==> config.mk <==
export PLATFORM = sky130hd
export DESIGN_NAME = cordic_cos_arbiter
export DESIGN_NICKNAME = d
export VERILOG_FILES = /design/src/rtl/cordic_cos_arbiter.sv
export SDC_FILE = /design/constraint.sdc
export NUM_CORES = 1
export LEC_CHECK = 0
export CORE_MARGIN = 10
export CORE_UTILIZATION = 45
export DETAILED_ROUTE_END_ITERATION = 7
export MAX_ROUTING_LAYER = met4
export PLACE_DENSITY = 0.81
export SKIP_CTS_REPAIR_TIMING = 1
export SYNTH_ARGS = -nofsm -noshare
export SYNTH_HDL_FRONTEND = slang
export SYNTH_SLANG_ARGS = --single-unit
==> constraint.sdc <==
create_clock -name clk -period 2.4 [get_ports clk]
set_clock_uncertainty 0.1 [all_clocks]
set_input_delay 0.48 -clock clk [delete_from_list [all_inputs] [get_ports clk]]
set_output_delay 0.48 -clock clk [all_outputs]
set_load 0.005 [all_outputs]
==> src/rtl/cordic_cos_arbiter.sv <==
// Round-robin front end sharing one pipelined CORDIC cosine core between NUM_REQ requesters.
// A tag/oor tracking pipe follows the core, and each requester has a one-entry response buffer.
module cordic_cos_arbiter #(
  parameter int unsigned NUM_REQ      = 2,
  parameter int unsigned CORE_LATENCY = 17,
  parameter int unsigned DATA_W       = 32
) (
  input  logic                      clk,
  input  logic                      reset_n,
  input  logic [NUM_REQ-1:0]        req_valid,
  input  logic [NUM_REQ*DATA_W-1:0] req_data,
  output logic [NUM_REQ-1:0]        req_ready,
  output logic [NUM_REQ-1:0]        resp_valid,
  output logic [NUM_REQ*DATA_W-1:0] resp_data,
  output logic [NUM_REQ-1:0]        resp_oor,
  input  logic [NUM_REQ-1:0]        resp_ready,
  output logic                      core_start,
  output logic [DATA_W-1:0]         core_dataa,
  input  logic [DATA_W-1:0]         core_result,
  output logic                      idle
);

  localparam int unsigned TW  = $clog2(NUM_REQ);
  localparam int unsigned LAT = CORE_LATENCY;
  localparam logic signed [DATA_W-1:0] HALF_PI = DATA_W'(32'h6487ED51);

  logic                     rdy_q;
  logic [TW-1:0]            ptr_q, ptr_d;
  logic [NUM_REQ-1:0]       busy_q, busy_d;
  logic [LAT:0]             trk_v_q, trk_v_d;
  logic [LAT:0]             trk_oor_q, trk_oor_d;
  logic [TW-1:0]            trk_tag_q [LAT+1];
  logic [TW-1:0]            trk_tag_d [LAT+1];
  logic [NUM_REQ-1:0]       rv_q, rv_d;
  logic [NUM_REQ-1:0]       roor_q, roor_d;
  logic [DATA_W-1:0]        rdata_q [NUM_REQ];
  logic [DATA_W-1:0]        rdata_d [NUM_REQ];

  logic [NUM_REQ-1:0]       elig;
  logic                     gnt_any;
  logic [TW-1:0]            gnt_idx;
  logic signed [DATA_W-1:0] gnt_angle;
  logic                     gnt_oor;
  logic                     issue;
  int unsigned              cand;

  // Round-robin search starting just after the last granted index; gated until out of reset.
  always_comb begin
    elig    = req_valid & ~busy_q & {NUM_REQ{rdy_q}};
    gnt_any = 1'b0;
    gnt_idx = '0;
    cand    = 0;
    for (int unsigned k = 1; k <= NUM_REQ; k++) begin
      cand = 32'(ptr_q) + k;
      if (cand >= NUM_REQ) cand = cand - NUM_REQ;
      if (!gnt_any && (|(elig & (NUM_REQ'(1) << cand)))) begin
        gnt_any = 1'b1;
        gnt_idx = TW'(cand);
      end
    end
    gnt_angle  = $signed(req_data[32'(gnt_idx)*DATA_W +: DATA_W]);
    gnt_oor    = (gnt_angle > HALF_PI) || (gnt_angle < -HALF_PI);
    issue      = gnt_any;
    req_ready  = gnt_any ? (NUM_REQ'(1) << gnt_idx) : '0;
    core_dataa = gnt_any ? gnt_angle : '0;
    core_start = issue | (|trk_v_q[LAT-1:0]);
    idle       = ~(|trk_v_q) & ~(|busy_q) & ~(|rv_q);
  end

  // Next state: response handshake, capture of the final stage, pipe advance and issue.
  always_comb begin
    ptr_d     = ptr_q;
    busy_d    = busy_q;
    trk_v_d   = trk_v_q;
    trk_oor_d = trk_oor_q;
    trk_tag_d = trk_tag_q;
    rv_d      = rv_q;
    roor_d    = roor_q;
    rdata_d   = rdata_q;

    busy_d = busy_d & ~(rv_q & resp_ready);
    rv_d   = rv_d & ~(rv_q & resp_ready);

    // busy[tag] keeps the target buffer empty, so capture never has to wait.
    if (trk_v_q[LAT]) begin
      rv_d[trk_tag_q[LAT]]    = 1'b1;
      roor_d[trk_tag_q[LAT]]  = trk_oor_q[LAT];
      rdata_d[trk_tag_q[LAT]] = core_result;
      trk_v_d[LAT]            = 1'b0;
    end

    if (core_start) begin
      for (int k = int'(LAT); k >= 1; k--) begin
        trk_v_d[k]   = trk_v_q[k-1];
        trk_oor_d[k] = trk_oor_q[k-1];
        trk_tag_d[k] = trk_tag_q[k-1];
      end
      trk_v_d[0]   = issue;
      trk_oor_d[0] = gnt_oor;
      trk_tag_d[0] = gnt_idx;
    end

    if (issue) begin
      busy_d[gnt_idx] = 1'b1;
      ptr_d           = gnt_idx;
    end
  end

  always_ff @(posedge clk or negedge reset_n) begin
    if (!reset_n) begin
      rdy_q     <= 1'b0;
      ptr_q     <= TW'(NUM_REQ - 1);
      busy_q    <= '0;
      trk_v_q   <= '0;
      trk_oor_q <= '0;
      rv_q      <= '0;
      roor_q    <= '0;
      for (int k = 0; k <= int'(LAT); k++) trk_tag_q[k] <= '0;
      for (int i = 0; i < int'(NUM_REQ); i++) rdata_q[i] <= '0;
    end else begin
      rdy_q     <= 1'b1;
      ptr_q     <= ptr_d;
      busy_q    <= busy_d;
      trk_v_q   <= trk_v_d;
      trk_oor_q <= trk_oor_d;
      trk_tag_q <= trk_tag_d;
      rv_q      <= rv_d;
      roor_q    <= roor_d;
      rdata_q   <= rdata_d;
    end
  end

  assign resp_valid = rv_q;
  assign resp_oor   = roor_q;

  for (genvar i = 0; i < NUM_REQ; i++) begin : g_resp
    assign resp_data[i*DATA_W +: DATA_W] = rdata_q[i];
  end

endmodule

### Yosys cells after proc, flatten, opt, wreduce, memory -nomap -nowiden

Cells that the tools add are included.
Widths: inputs -> output; s select.

* flip-flop bits (word level): 126
* input port bits: 102
* output and inout bits: 104
* word-level logic and storage cells: 95

* add/sub/neg operators: 4
* $lt $le $gt $ge: 10
* shifts and indexed selects: 4
* muxes and demuxes: 19
* bitwise logic cells: 18
* reduce and logical (&&, ||, !) cells: 12

Operator list (count)
* $mux 32: 4
* $bwmux 64: 1
* $shiftx 64x7->32: 1
* $shl 1x32->2 const A: 2
* $demux 32 s1: 1
* $gt 32x32->1 const B: 1
* $lt 32x32->1 const B: 1
* $mux 18: 1
* $reduce_or 18->1: 1
* $reduce_or 17->1: 1
* $and 2x2->2: 7
* $reduce_or 2->1: 4
* $mux 1: 6
* $mux 2: 3
* $ge 2x2->1 const B: 2
* $logic_and 1x1->1: 4
* $lt 1x2->1 const B: 2
* $not 2->2: 2
* $or 2x2->2: 2
* $sub 3x2->4 const B: 1
* $add 1x2->3 const B: 1
* $ge 3x2->1 const B: 1
* $not 1->1: 3
* $sub 2x2->3 const B: 1
* 11 further kinds: 14

### Longest topological paths before layout

Gate-level depths: netlist of run 1.

* depth in word-level cells: 16
* mapped depth: 9
* depth with buffers taken out: 7

### Least setup slack after synthesis of run 1

OpenSTA, ideal clock, no wires.

* path type: in2out
* start point: input req_valid[0]
* end point: output core_start
* arrival: 1565 ps
* required time: 1820 ps
* setup slack: 255 ps
* stages on the path: 7
* buffers on the path: 2
* cells stage by stage: nor2b_1 > o21ai_4 > inv_2 > nor4_2 > buf_4 > buf_6 > inv_1

* cells in the longest elaborated chain, start to end: 9

RTL lines
* start, declared: RTL line 10 `input logic [NUM_REQ-1:0] req_valid,`
* $and 2x2->2 (*) (2 in series): RTL line 49 `elig = req_valid & ~busy_q & {NUM_REQ{rdy_q}};`
* $and 2x2->2: RTL line 56 `if (!gnt_any && (|(elig & (NUM_REQ'(1) << cand)))) begin`
* $reduce_or 2->1: RTL line 56
* $mux 1: RTL line 56
* $logic_not 1->1: RTL line 56
* $logic_and 1x1->1: RTL line 56
* $mux 1 (*): RTL line 56
* $or 1x1->1 (*): RTL line 66 `core_start = issue | (|trk_v_q[LAT-1:0]);`
* end, declared: RTL line 17 `output logic core_start,`

Mark *: on every way between the ends. The rest lies on a longest branch, timed or not.

### Worst setup path in the final report of run 1

* start point: register busy_q[0]
* end point: output core_dataa[13]

* cells in the longest elaborated chain, start to end: 11

RTL lines
* start, declared: RTL line 29 `logic [NUM_REQ-1:0] busy_q, busy_d;`
* start signal, assigned: RTL line 123 `busy_q <= busy_d;`
* $not 2->2 (*): RTL line 49
* $and 2x2->2 (*) (2 in series): RTL line 49
* $and 2x2->2: RTL line 56
* $reduce_or 2->1: RTL line 56
* $mux 1: RTL line 56
* $logic_not 1->1: RTL line 56
* $logic_and 1x1->1: RTL line 56
* $mux 1: RTL line 56
* $shiftx 64x7->32: RTL line 61 `gnt_angle = $signed(req_data[32'(gnt_idx)*DATA_W +: DATA_W]);`
* $mux 32 (*): RTL line 65 `core_dataa = gnt_any ? gnt_angle : '0;`
* end, declared: RTL line 18 `output logic [DATA_W-1:0] core_dataa,`

Marks and branches as above.

==> impl_results.md, run 1 <==
* Sequential cell area at 3157 sq um
* Internal Power at 6.917 mW
* Tmin final at 2.519 ns
* Leakage at 4.025 nW
* First-pass GRT wire length at 29.17 mm
* PwrDens at 1059 nW/um^2
* Instance count of the mapped netlist at 496
* RSZ-0062 raised after global routing: true
* Synth warnings at 0
* Failing checks: setup timing
* Mapped Nets at 598
* Die H at 132.3 microns
* Initial antenna violation count at 0
* Crit path launch type: register
* Clock Power Share at 26.7%
* Post-synthesis average cell area at 11.44 sq um
* Largest net degree at the start of global routing at 127
* Ports at 206
* H-tree Lvls at 4
* Fill cells at 808
* CP dominant cell by count: buf_6
* Post-synth EDFFs at 0
* Fmax at 0.3970 GHz
* Core area at 12160 sq um
* Layout cells sized above 1 at 35.35%
* Worst-Margin Slew at 0.6378 ns
* Sequential share of power at 36.8%
* Total GRT Usage at 21.56%
* Cell chosen for the clock root: clkbuf_16
* WL per Instance at 21.21 microns
* Seq/Total Area, Yosys at 55.59%
* Worst path slowest cell: dfrtp_2
* Number of synthesized register bits at 126
* Vias per cell at 5.449
* Iter 0 DRT Violations at 325
* Routability congestion estimate at 0.9172
* Switching part of the total at 28.19%
* Critical Path AT at 1.94 ns
* Crit Path Category: reg -> out
* Starting Density at 46.66%
* Multi-input combinational cell area at 2561 sq um
* Total power at 9.633 mW
* Max Slew Vio Count at 0
* Die area at 17500 sq um
* CTS tree: done
* Req. time, crit path at 1.82 ns
* Primary FF master, synth: dfrtp_1
* Most common cell after layout, fill and taps aside: clkdlybuf4s50_1
* Via count at 5068
* Max Cap Viol at 0
* R2r endpoint: trk_oor_q[0]
* DP HPWL at 14.04 mm
* Final hold slack at 0.06963 ns
* Post-synth cell types at 51
* Setup violators final at 33
* Row cnt at 40
* FF-to-FF setup slack at 0.11 ns
* Logic pwr share at 36.5%
* CTS Buf Count at 17
* Async set-reset flop share out of synthesis at 100.0%
* Crit share post-route at 105.0%
* Detailed Route WL at 19.72 mm
* Area delta synth->final at 60.35%
* Total congestion overflow at 0
* Layout Nets at 850
* VDD IR-drop max at 0.0009040 V
* Clk Latency, worst-skew pair at 0.40 ns
* CP max FO at 11
* Final Worst Setup Slack at -0.1189 ns
* Vias in the first global route at 5290
* Hold crit path type: in -> async
* Initial DRT Pass Iterations at 5
* CP cell instances: buf_6, nand3b_1, nand2_4, buf_6, clkbuf_16, nand2_1, a21oi_2, buf_2
* # DRC at 0
* Clock Path Buffers at 2
* CP endpoint kind: primary output
* Antenna-violating nets left at 0
* Synthesized area at 5674 sq um
* R2R depth at 10
* Most frequent cells in the layout: clkdlybuf4s50_1 (166), dfrtp_1 (123), mux2_2 (83), nand2_1 (69), buf_4 (54)
* Max transition margin at 57.48%
* Hold Vio Cnt, Final at 0
* Clk sink count at 126
* Port buffer count at 205
* Delay of the slowest cell on the worst path at 0.44 ns
* R2R Path Start: busy_q[1]
* P_sw at 2.716 mW
* Outcome: complete, but fails checks
* Chip width at 132.3 microns
* Clk slew on worst S/H paths at 0.05 ns
through the flow:
stage	util (%)	area, sq um	worst slack, ns	instances	TNS (ns)
floorplan	-	5674	0.2555	496	0
global placement	67.66	8229	-0.5061	883	-28.22
detailed placement	67.66	8229	-0.5310	883	-31.23
CTS	72.60	8830	-0.7162	915	-18.77
global route	74.79	9096	-0.2137	929	-6.046
finish	74.81	9099	-0.1189	930	-2.779
layer usage:
layer | track usage, % | wire length [microns]
met1 | 23.96 | 7740
met2 | 33.67 | 9161
met3 | 10.86 | 2381
met4 | 5.868 | 440
met5 | - | 0
cell families after synthesis:
group | after synthesis | share of synthesized area [%]
other | 1 | 0.06609
flip-flops | 126 | 55.59
buffers and inverters | 44 | 3.396
multiplexers | 100 | 19.85
AND/OR/NAND/NOR | 146 | 12.13
AO/OA/AOI/OAI | 79 | 8.975
synth_stat cells (all sizes together) (2+ instances only):
cell	instances	area, sq um
and2	4	25.02
o2111ai	3	26.28
nand3	4	20.02
or4	3	22.52
a31oi	4	25.02
and3b	2	17.52
buf	12	72.57
a41o	4	40.04
nor4	11	75.07
o21ai	11	66.32
a211o	2	17.52
dfrtp	125	3128
nand4	6	37.54
a211oi	5	37.54
mux2	100	1126
nand2	83	311.6
a21oi	37	185.2
nor2b	2	12.51
clkbuf	27	101.4
nor2	15	56.30
nand3b	4	30.03
inv	5	18.77
nor4b	2	17.52
nor3	5	25.02
state kept, by name, summed over array words and instances, names as in the netlist:
name and count:
resp_data 64, busy_q 2, trk_tag_q 18, resp_valid 2
rdy_q 1, trk_v_q 18, resp_oor 2, ptr_q 1
trk_oor_q 18
power by group through the flow:
stage / clock network, mW / registers [mW] / logic [mW]
after floorplan: 0 / 3.49 / 1.28
final: 2.57 / 3.55 / 3.52
after global placement: 0 / 3.48 / 3.31
after CTS: 2.62 / 3.54 / 3.41
after detailed placement: 0 / 3.54 / 3.38
after global routing: 2.70 / 3.66 / 3.79
worst max-delay path: cells and delay by family, from the launching register on:
| kind | cells | cell delay (ns) |
|---|---|---|
| and+or+nand+nor | 3 | 0.44 |
| AOI/OAI and AO/OA | 1 | 0.13 |
| DFF | 1 | 0.44 |
| buffers and inverters | 4 | 0.53 |
layout make-up:
type	instances	area share, %
Multi-Input combinational cell	326	28.15
Tap cell	168	2.310
Antenna cell	1	0.02750
Clock buffer	21	5.061
Inverter	5	0.2613
Timing Repair Buffer	272	27.96
Sequential cell	126	34.69
Clock inverter	11	1.540
how the worst max path moves through the flow:
stage,from,end,depth (start not counted)
6_report,busy_q[0],core_dataa[13],8
5_1_grt,busy_q[0],core_dataa[13],8
4_1_cts,busy_q[1],idle,6
3_5_place_dp,req_valid[1],core_dataa[13],7
3_3_place_gp,req_valid[1],core_dataa[18],7
2_1_floorplan,req_valid[0],core_start,7
No activity file was read; power rests on OpenSTA's default activity.
==> run 2: changes to the inputs <==
--- a/config.mk
+++ b/config.mk
@@ -9,7 +9,7 @@
 export CORE_UTILIZATION = 45
 export DETAILED_ROUTE_END_ITERATION = 7
 export MAX_ROUTING_LAYER = met4
-export PLACE_DENSITY = 0.81
+export PLACE_DENSITY_LB_ADDON = 0.12
 export SKIP_CTS_REPAIR_TIMING = 1
 export SYNTH_ARGS = -nofsm -noshare
 export SYNTH_HDL_FRONTEND = slang
==> impl_results.md, run 2 (synthesis results as in run 1) <==
* Outcome: complete, but fails checks
* Failing checks: setup timing
* CP cell instances: or3_1, buf_4, nor4_4, inv_1, clkbuf_2
* Max Slew Vio Count at 0 (unchanged)
* Largest register FFs at 64 (unchanged)
* Crit Path Category: reg -> out
* PwrDens at 1023 nW/um^2 (-3.3%)
* Critical Path AT at 1.99 ns (+0.05 ns)
* Final hold slack at 0.2773 ns (+0.2077 ns)
* Total congestion overflow at 0 (unchanged)
* Layout Nets at 859 (+1.1%)
* Req. time, crit path at 1.82 ns (about the same)
* Fill cells at 824 (+2.0%)
* Core area at 12160 sq um (unchanged)
* Tmin final at 2.568 ns (+0.04932 ns)
* Ports at 206 (unchanged)
* Detailed Route WL at 18.96 mm (-3.9%)
* Antenna-violating nets left at 0 (unchanged)
* Final Worst Setup Slack at -0.1682 ns (-0.04932 ns)
* Chip width at 132.3 microns (unchanged)
* Most frequent cells in the layout: clkdlybuf4s50_1 (166), dfrtp_1 (124), mux2_2 (83), nand2_1 (55), buf_4 (55)
* Routability congestion estimate at 0.8797 (-4.1%)
* Via count at 5060 (-0.16%)
* Row cnt at 40 (unchanged)
* CP max FO at 2 (-9)
* Starting Density at 46.66% (unchanged)
* Delay of the slowest cell on the worst path at 0.43 ns (about the same)
* H-tree Lvls at 4 (unchanged)
* Max Cap Viol at 0 (unchanged)
* Cell area after layout at 9273 sq um (+1.9%)
* Crit path launch type: register
* Area delta synth->final at 63.42%
* Clk Latency, worst-skew pair at 0.41 ns (about the same)
* Iter 0 DRT Violations at 268 (-18%)
* Post-DP Area at 8212 sq um (-0.21%)
* Delay-heaviest family, CP: simple AND/OR/NAND/NOR gates
* Vias in the first global route at 5389 (+1.9%)
* WL per Instance at 20.22 microns (-4.7%)
* Setup violators final at 61 (+85%)
* VDD IR-drop max at 0.0008772 V (-3.0%)
* Worst Path Buf+Inv at 3 (-1)
* DP HPWL at 13.31 mm (-5.2%)
* Crit share post-route at 107.0% (+2.1 points)
* Hold crit path type: reg -> reg
* Die H at 132.3 microns (unchanged)
* Hold Vio Cnt, Final at 0 (unchanged)
* CTS tree: done
* N_diodes at 0 (-1)
* Most common cell after layout, fill and taps aside: clkdlybuf4s50_1
* Worst path slowest cell: or3_1
* Fmax at 0.3894 GHz (-1.9%)
* Clock Path Buffers at 2 (unchanged)
* TNS Setup at -2.940 ns (-0.1611 ns)
* # DRC at 0 (unchanged)
* RSZ-0062 raised after global routing: true
* Vias per cell at 5.394 (-1.0%)
* Initial DRT Pass Iterations at 5 (unchanged)
* Clk slew on worst S/H paths at 0.06 ns (about the same)
* Largest net degree at the start of global routing at 48 (-62%)
* Cell chosen for the clock root: clkbuf_16
* Initial antenna violation count at 0 (unchanged)
* Port buffer count at 205 (unchanged)
* Worst-Margin Slew at 0.5024 ns (-0.1354 ns)
* Die area at 17500 sq um (unchanged)
* First-pass GRT wire length at 27.88 mm (-4.4%)
* CP endpoint kind: primary output
* Total GRT Usage at 20.33% (-1.2 points)
* Layout cells sized above 1 at 38.57% (+3.2 points)
* Leakage at 4.189 nW (+4.1%)
* Max transition margin at 66.51% (+9.0 points)
* Clk sink count at 126 (unchanged)
* CTS Buf Count at 17 (unchanged)
==> run 2: power breakdown <==
part	switching [mW]	leakage [nW]	internal (mW)
Clock	0.880	0.266	1.48
Sequential	0.496	1.55	3.04
Combinational	1.35	2.37	2.24
==> run 2: path summary, 6_finish.rpt <==
kind	from	endpoint	slack (ns)	cells after the start
worst max-delay path	trk_v_q[12]	core_start	-0.17	5
worst min-delay path	trk_v_q[3]	trk_v_q[4]	0.28	0
worst max register to register	trk_v_q[12]	trk_tag_q[13]	-0.02	5
worst min register to register	trk_v_q[3]	trk_v_q[4]	0.28	0
max in group asynchronous	reset_n	resp_data[25]	1.09	3
min in group asynchronous	reset_n	resp_data[46]	0.47	2
==> run 2: metrics by stage <==
stage          instances  setup WS (ns)  util (%)  power [mW]
3_3_place_gp         882        -0.4955     67.52       6.779
4_1_cts              914        -0.5470     72.19       9.358
5_1_grt              938        -0.2534     76.24       10.02
2_1_floorplan        496         0.2555         -       4.775
6_report             938        -0.1682     76.24       9.490
3_5_place_dp         882        -0.5213     67.52       6.934
==> run 2: cell type report <==
class	count	area, sq um	area share, %
sequential	126	3156	34.03
clock buffer	24	511.7	5.519
inverter	5	21.27	0.2294
multi-input combinational	326	2651	28.59
clock inverter	8	56.30	0.6072
tap	168	210.2	2.267
timing repair buffer	281	2666	28.75
==> run 2: per-layer routing <==
layer | up-vias | GRT usage [%] | part of all wire [%]
met3 | 30 | 8.803 | 9.3
met2 | 233 | 32.94 | 49
li1 | 2303 | - | -
met4 | 0 | 6.724 | 2.2
met5 | - | - | 0
met1 | 2494 | 22.00 | 40
